**src/rtl/assoc_data_cache.sv**
```systemverilog
// assoc_data_cache
//   Fully associative, write-through / no-write-allocate data cache with one
//   word per line. Sits between the load/store stage and backing memory, with
//   a request/response handshake on both sides. Round-robin replacement once
//   every line is valid. Also provides flush and saturating hit/miss counters.
//
// Ports
//   clk, rst_n                     clock, asynchronous active-low reset
//   req_valid/req_write/addr/wdata CPU request (accepted when req_ready)
//   req_ready                      high in IDLE while flush is low
//   rsp_valid/rdata/hit            one-cycle response pulse
//   flush                          invalidate all lines, clear counters (IDLE only)
//   mem_valid/mem_write/mem_addr/mem_wdata  backing memory request
//   mem_ready/mem_rdata            backing memory completion / read data
//   hit_count/miss_count           saturating statistics
module assoc_data_cache #(
  parameter int ADDR_W   = 32,
  parameter int DATA_W   = 32,
  parameter int LINES    = 16,
  parameter int OFFSET_W = 3,
  parameter int STAT_W   = 16
) (
  input  logic              clk,
  input  logic              rst_n,
  input  logic              req_valid,
  input  logic              req_write,
  input  logic [ADDR_W-1:0] addr,
  input  logic [DATA_W-1:0] wdata,
  output logic              req_ready,
  output logic              rsp_valid,
  output logic [DATA_W-1:0] rdata,
  output logic              hit,
  input  logic              flush,
  output logic              mem_valid,
  output logic              mem_write,
  output logic [ADDR_W-1:0] mem_addr,
  output logic [DATA_W-1:0] mem_wdata,
  input  logic              mem_ready,
  input  logic [DATA_W-1:0] mem_rdata,
  output logic [STAT_W-1:0] hit_count,
  output logic [STAT_W-1:0] miss_count
);

  localparam int TAG_W = ADDR_W - OFFSET_W;
  localparam int IDX_W = (LINES > 1) ? $clog2(LINES) : 1;

  typedef enum logic [1:0] {
    S_IDLE,
    S_LOOKUP,
    S_MEM_RD,
    S_MEM_WR
  } state_t;

  state_t              state_q, state_d;
  logic [LINES-1:0]    valid_q, valid_d;
  logic [IDX_W-1:0]    rr_q, rr_d;
  logic [ADDR_W-1:0]   addr_q, addr_d;
  logic [DATA_W-1:0]   wdata_q, wdata_d;
  logic                write_q, write_d;
  logic                lk_hit_q, lk_hit_d;
  logic                rsp_valid_q, rsp_valid_d;
  logic [DATA_W-1:0]   rdata_q, rdata_d;
  logic                rsp_hit_q, rsp_hit_d;
  logic [STAT_W-1:0]   hit_cnt_q, hit_cnt_d;
  logic [STAT_W-1:0]   miss_cnt_q, miss_cnt_d;

  logic [TAG_W-1:0]    tag_q  [LINES];
  logic [DATA_W-1:0]   data_q [LINES];

  logic [TAG_W-1:0]    req_tag;
  logic                lk_hit;
  logic [IDX_W-1:0]    lk_idx;
  logic                inv_found;
  logic [IDX_W-1:0]    inv_idx;
  logic [IDX_W-1:0]    victim;

  // Storage write controls produced by the FSM
  logic                fill_en;
  logic                upd_en;

  assign req_tag = addr_q[ADDR_W-1:OFFSET_W];

  // Parallel tag compare; fills only occur on misses, so at most one match.
  always_comb begin
    lk_hit = 1'b0;
    lk_idx = '0;
    for (int unsigned i = 0; i < LINES; i++) begin
      if (valid_q[i] && (tag_q[i] == req_tag)) begin
        lk_hit = 1'b1;
        lk_idx = IDX_W'(i);
      end
    end
  end

  // Lowest-index invalid line, else fall back to the round-robin pointer.
  always_comb begin
    inv_found = 1'b0;
    inv_idx   = '0;
    for (int unsigned i = 0; i < LINES; i++) begin
      if (!valid_q[i] && !inv_found) begin
        inv_found = 1'b1;
        inv_idx   = IDX_W'(i);
      end
    end
  end

  assign victim = inv_found ? inv_idx : rr_q;

  always_comb begin
    state_d     = state_q;
    valid_d     = valid_q;
    rr_d        = rr_q;
    addr_d      = addr_q;
    wdata_d     = wdata_q;
    write_d     = write_q;
    lk_hit_d    = lk_hit_q;
    rsp_valid_d = 1'b0;
    rdata_d     = '0;
    rsp_hit_d   = 1'b0;
    hit_cnt_d   = hit_cnt_q;
    miss_cnt_d  = miss_cnt_q;
    fill_en     = 1'b0;
    upd_en      = 1'b0;

    unique case (state_q)
      S_IDLE: begin
        if (flush) begin
          valid_d    = '0;
          hit_cnt_d  = '0;
          miss_cnt_d = '0;
        end else if (req_valid) begin
          addr_d  = addr;
          wdata_d = wdata;
          write_d = req_write;
          state_d = S_LOOKUP;
        end
      end

      S_LOOKUP: begin
        lk_hit_d = lk_hit;
        if (lk_hit) begin
          if (hit_cnt_q != '1) hit_cnt_d = hit_cnt_q + STAT_W'(1);
        end else begin
          if (miss_cnt_q != '1) miss_cnt_d = miss_cnt_q + STAT_W'(1);
        end
        if (write_q) begin
          upd_en  = lk_hit;
          state_d = S_MEM_WR;
        end else if (lk_hit) begin
          rsp_valid_d = 1'b1;
          rdata_d     = data_q[lk_idx];
          rsp_hit_d   = 1'b1;
          state_d     = S_IDLE;
        end else begin
          state_d = S_MEM_RD;
        end
      end

      S_MEM_RD: begin
        if (mem_ready) begin
          fill_en         = 1'b1;
          valid_d[victim] = 1'b1;
          if (!inv_found) rr_d = rr_q + IDX_W'(1);
          rsp_valid_d     = 1'b1;
          rdata_d         = mem_rdata;
          state_d         = S_IDLE;
        end
      end

      S_MEM_WR: begin
        if (mem_ready) begin
          rsp_valid_d = 1'b1;
          rsp_hit_d   = lk_hit_q;
          state_d     = S_IDLE;
        end
      end

      default: state_d = S_IDLE;
    endcase
  end

  always_ff @(posedge clk or negedge rst_n) begin
    if (!rst_n) begin
      state_q     <= S_IDLE;
      valid_q     <= '0;
      rr_q        <= '0;
      addr_q      <= '0;
      wdata_q     <= '0;
      write_q     <= 1'b0;
      lk_hit_q    <= 1'b0;
      rsp_valid_q <= 1'b0;
      rdata_q     <= '0;
      rsp_hit_q   <= 1'b0;
      hit_cnt_q   <= '0;
      miss_cnt_q  <= '0;
    end else begin
      state_q     <= state_d;
      valid_q     <= valid_d;
      rr_q        <= rr_d;
      addr_q      <= addr_d;
      wdata_q     <= wdata_d;
      write_q     <= write_d;
      lk_hit_q    <= lk_hit_d;
      rsp_valid_q <= rsp_valid_d;
      rdata_q     <= rdata_d;
      rsp_hit_q   <= rsp_hit_d;
      hit_cnt_q   <= hit_cnt_d;
      miss_cnt_q  <= miss_cnt_d;
    end
  end

  // Tag/data arrays carry no reset; the valid bits qualify them.
  always_ff @(posedge clk) begin
    if (fill_en) begin
      tag_q[victim]  <= req_tag;
      data_q[victim] <= mem_rdata;
    end
    if (upd_en) begin
      data_q[lk_idx] <= wdata_q;
    end
  end

  // Memory interface decodes straight from the state register, so an
  // asynchronous reset withdraws the request in the same instant.
  assign mem_valid = (state_q == S_MEM_RD) || (state_q == S_MEM_WR);
  assign mem_write = (state_q == S_MEM_WR);
  assign mem_addr  = mem_valid ? addr_q : '0;
  assign mem_wdata = mem_write ? wdata_q : '0;

  assign req_ready  = (state_q == S_IDLE) && !flush;
  assign rsp_valid  = rsp_valid_q;
  assign rdata      = rdata_q;
  assign hit        = rsp_hit_q;
  assign hit_count  = hit_cnt_q;
  assign miss_count = miss_cnt_q;

endmodule

```
**config.mk**
```make
export PLATFORM = sky130hd
export DESIGN_NAME = assoc_data_cache
export DESIGN_NICKNAME = d
export VERILOG_FILES = /design/src/rtl/assoc_data_cache.sv
export SDC_FILE = /design/constraint.sdc
export NUM_CORES = 2
export LEC_CHECK = 0
export BUFFER_PORTS_ARGS = -buffer_cell sky130_fd_sc_hd__buf_2
export CAP_MARGIN = 10
export CORE_MARGIN = 4
export CORE_UTILIZATION = 35
export CTS_CLUSTER_DIAMETER = 120
export DETAILED_ROUTE_END_ITERATION = 10
export SYNTH_ARGS = -nofsm -noshare
export SYNTH_HDL_FRONTEND = slang
export SYNTH_SLANG_ARGS = --single-unit
```
**constraint.sdc**
```tcl
create_clock -name clk -period 4.2 [get_ports clk]
set_input_delay 0.63 -clock clk [delete_from_list [all_inputs] [get_ports clk]]
set_output_delay 0.63 -clock clk [all_outputs]
set_load 0.02 [all_outputs]
```
Word level (Yosys, flattened, before mapping)
Memory sizes are Yosys's and may differ from the RTL's.
Index checks and enable logic that the tools add are counted.
Word-level totals
  register bits after elaboration: 154
  memory bits (writable): 976
  input bits: 102
  output and inout bits: 133
  logic and storage cells: 229
  memories: 2
Operators by class
  add/subtract/negate cells: 3
  $lt $le $gt $ge: 2
  equal/unequal tests: 30
  multiplexer cells: 102
  bitwise operators: 3
  reduce and logical (&&, ||, !) cells: 75
Memories
  data_q: depth 16, width 32, rd ports 1, clocked after memory_dff 0, write ports 1, RTL line 68  | logic [DATA_W-1:0] data_q [LINES];
  tag_q: depth 16, width 29, rd ports 16, clocked after memory_dff 0, write ports 1, RTL line 67  | logic [TAG_W-1:0] tag_q [LINES];
Operators with widths (number)
  == test 29 bit: 16
  two-way mux 32 bit: 6
  two-way mux 4 bit: 29
  two-way mux 16 bit: 6
  one-hot mux 16 bit (2 select lines): 3
  one-hot mux 32 bit (2 select lines): 1
  two-way mux 1 bit: 47
  logical AND 1 bit: 33
  adder 16 x 1 -> 16 bit (second input constant): 2
  inequality test 16 bit (second input constant): 2
  OR reduction 32 bit: 1
  zero test 1 bit: 30
  inequality test 2 bit (second input constant): 8
  OR 16 bit: 1
  two-way mux 2 bit: 6
  AND reduction 3 bit: 4
  AND reduction 4 bit: 2
  one-hot mux 2 bit (3 select lines): 1
  less-than comparator 4 x 5 -> 1 bit (second input constant): 1
  adder 4 x 1 -> 4 bit (second input constant): 1
  demux 1 bit (select 4 bit): 1
  == test 2 bit (second input constant): 2
  >= comparator 4 x 1 -> 1 bit (second input constant): 1
  one-hot mux 1 bit (2 select lines): 2
  7 further kinds: 9

Logic depth before layout (Yosys ltp)
  depth in word-level cells: 53
  gate-level depth with buffers: 15
  mapped depth without buffers: 11

Worst setup path before layout
OpenSTA, ideal clock, no wires.
  path type: reg2reg
  start: reg addr_q[6]
  end: mem data_q[10][0], enable pin
  library setup time: 421 ps
  arrival time: 4243 ps
  required time: 3779 ps
  setup slack: -464 ps
  cell stages (with the launch flop): 14
  buffers on the path: 3
  period minus slack after synthesis: 4664 ps
  path through: dfrtp_1 -> buf_2 -> buf_6 -> xnor2_1 -> nand4_1 -> nor4_1 -> nand2_1 -> and4_1 -> nor4b_2 -> nor2_1 -> clkbuf_1 -> mux2i_1 -> nand2_1 -> nor2_1
Between the ends
  word-level cells in the longest chain between the ends: 24
  elaborated cells on any way between the ends: 70
  classes of those cells: 16 x eq/ne; 37 x mux; 17 x reduce/logical
RTL lines
  start: declaration: RTL line 57  | logic [ADDR_W-1:0] addr_q, addr_d;
  start signal: assignment: RTL line 200  | addr_q <= addr_d;
  == test 29 bit: RTL line 88  | if (valid_q[i] && (tag_q[i] == req_tag)) begin
  logical AND 1 bit: RTL line 88
  two-way mux 1 bit (16 in a row): RTL line 88
  two-way mux 1 bit: RTL line 146  | if (write_q) begin
  two-way mux 1 bit: RTL line 125  | unique case (state_q)
  two-way mux 1 bit: RTL line 218  | if (upd_en) begin
  two-way mux 1 bit (not written as such): RTL line 219  | data_q[lk_idx] <= wdata_q;
  OR reduction 32 bit (no source line)
  two-way mux 4 bit (no source line) / two-way mux 1 bit (equally long branches)
  end: declaration: RTL line 68
Parallel ways exist; a longest one is shown, timed or not.

Worst setup path in the final report
  start: reg addr_q[24]
  end: reg rdata_q[6] (netlist: rdata[6])
Between the ends
  word-level cells in the longest chain between the ends: 21
  elaborated cells on any way between the ends: 67
  classes of those cells: 16 x eq/ne; 34 x mux; 16 x reduce/logical; 1 x memory
RTL lines
  == test 29 bit: RTL line 88
  logical AND 1 bit: RTL line 88
  two-way mux 1 bit: RTL line 88
  two-way mux 2 bit / two-way mux 1 bit (equally long branches): RTL line 88
  two-way mux 4 bit / two-way mux 1 bit (equally long branches) (13 in a row): RTL line 88
  memory read (16 x 32 bit) / two-way mux 1 bit (equally long branches)
  two-way mux 32 bit *: RTL line 149  | end else if (lk_hit) begin
  two-way mux 32 bit *: RTL line 146
  one-hot mux 32 bit (2 select lines) *: RTL line 125
  via rdata_d[6]: RTL line 62  | logic [DATA_W-1:0] rdata_q, rdata_d;
  end signal: assignment: RTL line 205  | rdata_q <= rdata_d;
  end: declaration: RTL line 62
The timed path passes the listed nets; every way through them passes the cells marked *.
A chain may end at the register's enable or synchronous reset.

==> flow_summary.ini <==
[route]
wirelength_um = 142000
num_vias = 30800
initialDrtViolationCount = 2854
firstDrtPassIters = 6
drt_drc_violations_left = 0
drt.antenna.violating_nets = 0
drt-wirelength-per-cell_um = 24.0
vias_per_cell = 5.20

[worst_setup_path]
reg2reg_depth = 15
count_of_buffering_cells_on_the_critical_path_with_inverters_included = 5
timing.critical_path.slowest_stage_cell = sky130_fd_sc_hd__dfrtp_4
crit_path_start_kind = flip-flop
r2r_slack_ps = 60
launching_element_of_the_worst_setup_path = addr_q[24]
timing.critical_path.slowest_cell_delay_ps = 570
path_max_fanout = 7
path_class = flip-flop to flip-flop
cell_family_contributing_the_most_delay_on_the_critical_path = compound AO/OA/AOI/OAI gates
critPathRequiredTime_ps = 4790
worst_setup_path_endpoint = rdata[6]
wp_data_arrival_ps = 4730
crit-reg2reg-capture = rdata[6]
critical_path.cell_chain = buf_4, xnor2_2, nand4_1, or4_1, o211ai_1, buf_4, nand3_1, a311oi_2, buf_4, nor2_4, a21boi_4, buf_4, buf_4, mux2i_1, o221ai_1
r2r-start = addr_q[24]
critical_path.endpoint_type = flip-flop
timing.critical_path.mode_cell = sky130_fd_sc_hd__buf_4
critical_path_depth = 15

[sta]
setup_viol = 0
upper_clock_frequency_limit_mhz = 241
totalNegativeSetupSlack_ps = 0
final_hold_viol_count = 0
fin_crit_sh = 0.987
final_period_minus_worst_setup_slack_ps = 4140
slew_violations = 0
fin_hold_ws_ps = 52.8
worst_slew_margin_rel = 0.261
skew_ps = 106
final_setup_margin_ps = 55.8
tightestPinTransition_ps = 1110

[global_routing]
grt_antenna_before_repair = 4
grt_pass1_vias = 30600
grt-ovfl-total = 0
gr-usage-all-layers = 0.190
grt_start_max_net_pins = 62
grt_first_pass_wirelength_um = 208000

[yosys]
synth-seq-area-share = 0.677
yosys_top_cell_by_area = sky130_fd_sc_hd__edfxtp_1
avgSynthCellArea_sq_um = 14.5
net_count_of_the_mapped_netlist = 3491
synth_cell_type_count = 76
synth-main-ff-cell = sky130_fd_sc_hd__edfxtp_1
most_instantiated_library_cell_after_synthesis = sky130_fd_sc_hd__edfxtp_1
ranking_of_synthesized_cells_by_area = sky130_fd_sc_hd__edfxtp_1 (60%), sky130_fd_sc_hd__dfrtp_1 (7.9%), sky130_fd_sc_hd__xnor2_1 (7.8%)
yosysWarnings = 0
number_of_synthesized_flops_with_an_enable_pin = 976
synthesis.instances = 3381
yosys_register_bits = 1130
top_cells_by_instance_count_after_synthesis = sky130_fd_sc_hd__edfxtp_1 (976), sky130_fd_sc_hd__xnor2_1 (435), sky130_fd_sc_hd__nand2_1 (273)
ys_async_sr_fraction = 0.136
synthDominantCellAreaShare = 0.598
synth.cell_area_sq_mm = 0.0490

[layout]
fin_nets = 4048
drive_above_1_share = 0.258
synthesis_to_layout_area_growth_pct = 21.8
final_util = 0.428
layout.cells.non_filler = 5920
final.fill_count = 12500

[run_status]
outcome = completed

[placed_design]
gp_congestion = 0.878
post-place-ws_ps = -428
number_of_input_and_output_port_buffers_inserted = 234
hpwl_um = 97000
place.detailed.instances = 5678

[clocking]
cts_root_buffer = sky130_fd_sc_hd__clkbuf_16
clock_sink_count = 1130
worst_skew_pair.late_latency_ps = 810
clk_pin_slew_ps = 60
cts_max_path_buffers = 3
htree_levels = 3
cts_buffers = 118
cts_tree = yes

[power]
power_per_cell_area_mw_per_mm2 = 567
irDropWorstVdd_v = 0.000633
p_leak_nw = 21.3

[die]
dieHeight_um = 382
io_pins = 235
initial_core_util = 0.352
core_region_area_sq_mm = 0.139
chipWidth_um = 382
num_rows = 137
design.die.area_sq_mm = 0.146

[job]
max_cap_violations = 0

[hold_path]
holdCritPathClass = primary input to flip-flop
## area by class of cell
type	count	area, sq um	share of cell area
Antenna cell	1	2.50	0.0000419
Clock buffer	152	3130	0.0524
Clock inverter	73	749	0.0126
Inverter	51	191	0.00321
Multi-Input combinational cell	2033	15000	0.251
Sequential cell	1130	33200	0.557
Tap cell	1876	2350	0.0393
Timing Repair Buffer	604	5040	0.0845
## per-layer routing
| metal | vias up | global-route usage | part of all wire |
|---|---|---|---|
| met2 | 1187 | 0.305 | 0.47 |
| met3 | 209 | 0.0312 | 0.071 |
| met5 | - | 0 | 0.000091 |
| met1 | 15700 | 0.271 | 0.44 |
| met4 | 2 | 0.0472 | 0.023 |
| li1 | 13800 | - | - |
## logic make-up after synthesis
family                     after synthesis  share of synthesized area
AOI/OAI and AO/OA                      300                     0.0450
xor gates and xnor gates               487                     0.0875
adders and majority gates                8                    0.00204
buffers and inverters                  219                     0.0271
DFF                                   1130                      0.677
muxes                                  263                     0.0567
and+or+nand+nor                        974                      0.105
## flip-flops by register name, summed over array words and instances (netlist names), 2 cells and up
name        flops
data_q        512
hit_count      16
rr_q            4
addr_q         32
tag_q         464
valid_q        16
rdata          32
wdata_q        32
state_q         2
miss_count     16
## power breakdown
group	internal [mW]	switching [mW]	leakage [nW]	total, mW
Combinational	3.54	5.41	8.69	8.94
Sequential	13.4	1.08	10.8	14.5
Clock	5.86	4.55	1.89	10.4
Total	22.8	11.0	21.3	33.9
## cells in the final DEF, fill, tap and decap left out, types with 10 or more instances in the layout
cell type and instances:
sky130_fd_sc_hd__mux2i_1 161, sky130_fd_sc_hd__dfrtp_4 10, sky130_fd_sc_hd__or2_0 22, sky130_fd_sc_hd__buf_12 84
sky130_fd_sc_hd__a211oi_1 34, sky130_fd_sc_hd__or2_1 10, sky130_fd_sc_hd__clkinv_2 27, sky130_fd_sc_hd__inv_1 50
sky130_fd_sc_hd__o21ai_0 74, sky130_fd_sc_hd__xnor2_1 424, sky130_fd_sc_hd__o221ai_1 33, sky130_fd_sc_hd__a21oi_1 58
sky130_fd_sc_hd__a2111oi_2 28, sky130_fd_sc_hd__dfrtp_2 19, sky130_fd_sc_hd__buf_2 233, sky130_fd_sc_hd__nand3_1 36
sky130_fd_sc_hd__and3_1 12, sky130_fd_sc_hd__nand2b_1 22, sky130_fd_sc_hd__dfrtp_1 125, sky130_fd_sc_hd__nor2_2 18
sky130_fd_sc_hd__mux2_2 94, sky130_fd_sc_hd__nor2_4 20, sky130_fd_sc_hd__xnor2_2 14, sky130_fd_sc_hd__xor2_1 49
sky130_fd_sc_hd__edfxtp_1 976, sky130_fd_sc_hd__clkinv_1 23, sky130_fd_sc_hd__nor3_1 28, sky130_fd_sc_hd__a21boi_0 31
sky130_fd_sc_hd__nor4_1 79, sky130_fd_sc_hd__or4_1 11, sky130_fd_sc_hd__nand4_1 203, sky130_fd_sc_hd__nor3_2 15
sky130_fd_sc_hd__clkbuf_16 119, sky130_fd_sc_hd__clkbuf_1 29, sky130_fd_sc_hd__nand2_1 272, sky130_fd_sc_hd__nor2_1 104
sky130_fd_sc_hd__and2_1 66, sky130_fd_sc_hd__buf_4 280
## timing repair
| item | 4_1_cts | 5_1_grt |
|---|---|---|
| hold endpoints to repair | 51 | 0 |
| resized for setup | 21 | 24 |
| buffers inserted | 6 | 6 |
| hold buffers | 2 | 0 |
| endpoints found under the setup margin | 543 | 424 |
| gates cloned | 1 | 1 |
| pin swaps | 4 | 6 |
## per-stage QoR
step           power, mW  instance area [sq um]
2_1_floorplan       19.5                  49000
3_3_place_gp        23.4                  55400
3_5_place_dp        23.5                  55400
4_1_cts             34.0                  59500
5_1_grt             35.2                  59700
6_report            33.9                  59700
## how the worst min path moves through the flow
| stage | start | to | slack (ps) | cells after the start |
|---|---|---|---|---|
| 2_1_floorplan | rst_n | addr_q[0] | 330 | 0 |
| 3_3_place_gp | rr_q[3] | rr_q[3] | 470 | 1 |
| 3_5_place_dp | rr_q[3] | rr_q[3] | 460 | 1 |
| 4_1_cts | wdata[15] | wdata_q[15] | 0.3 | 2 |
| 5_1_grt | wdata[11] | wdata_q[11] | 20 | 2 |
| 6_report | wdata[15] | wdata_q[15] | 50 | 2 |
Power figures use the tool's default switching activity.
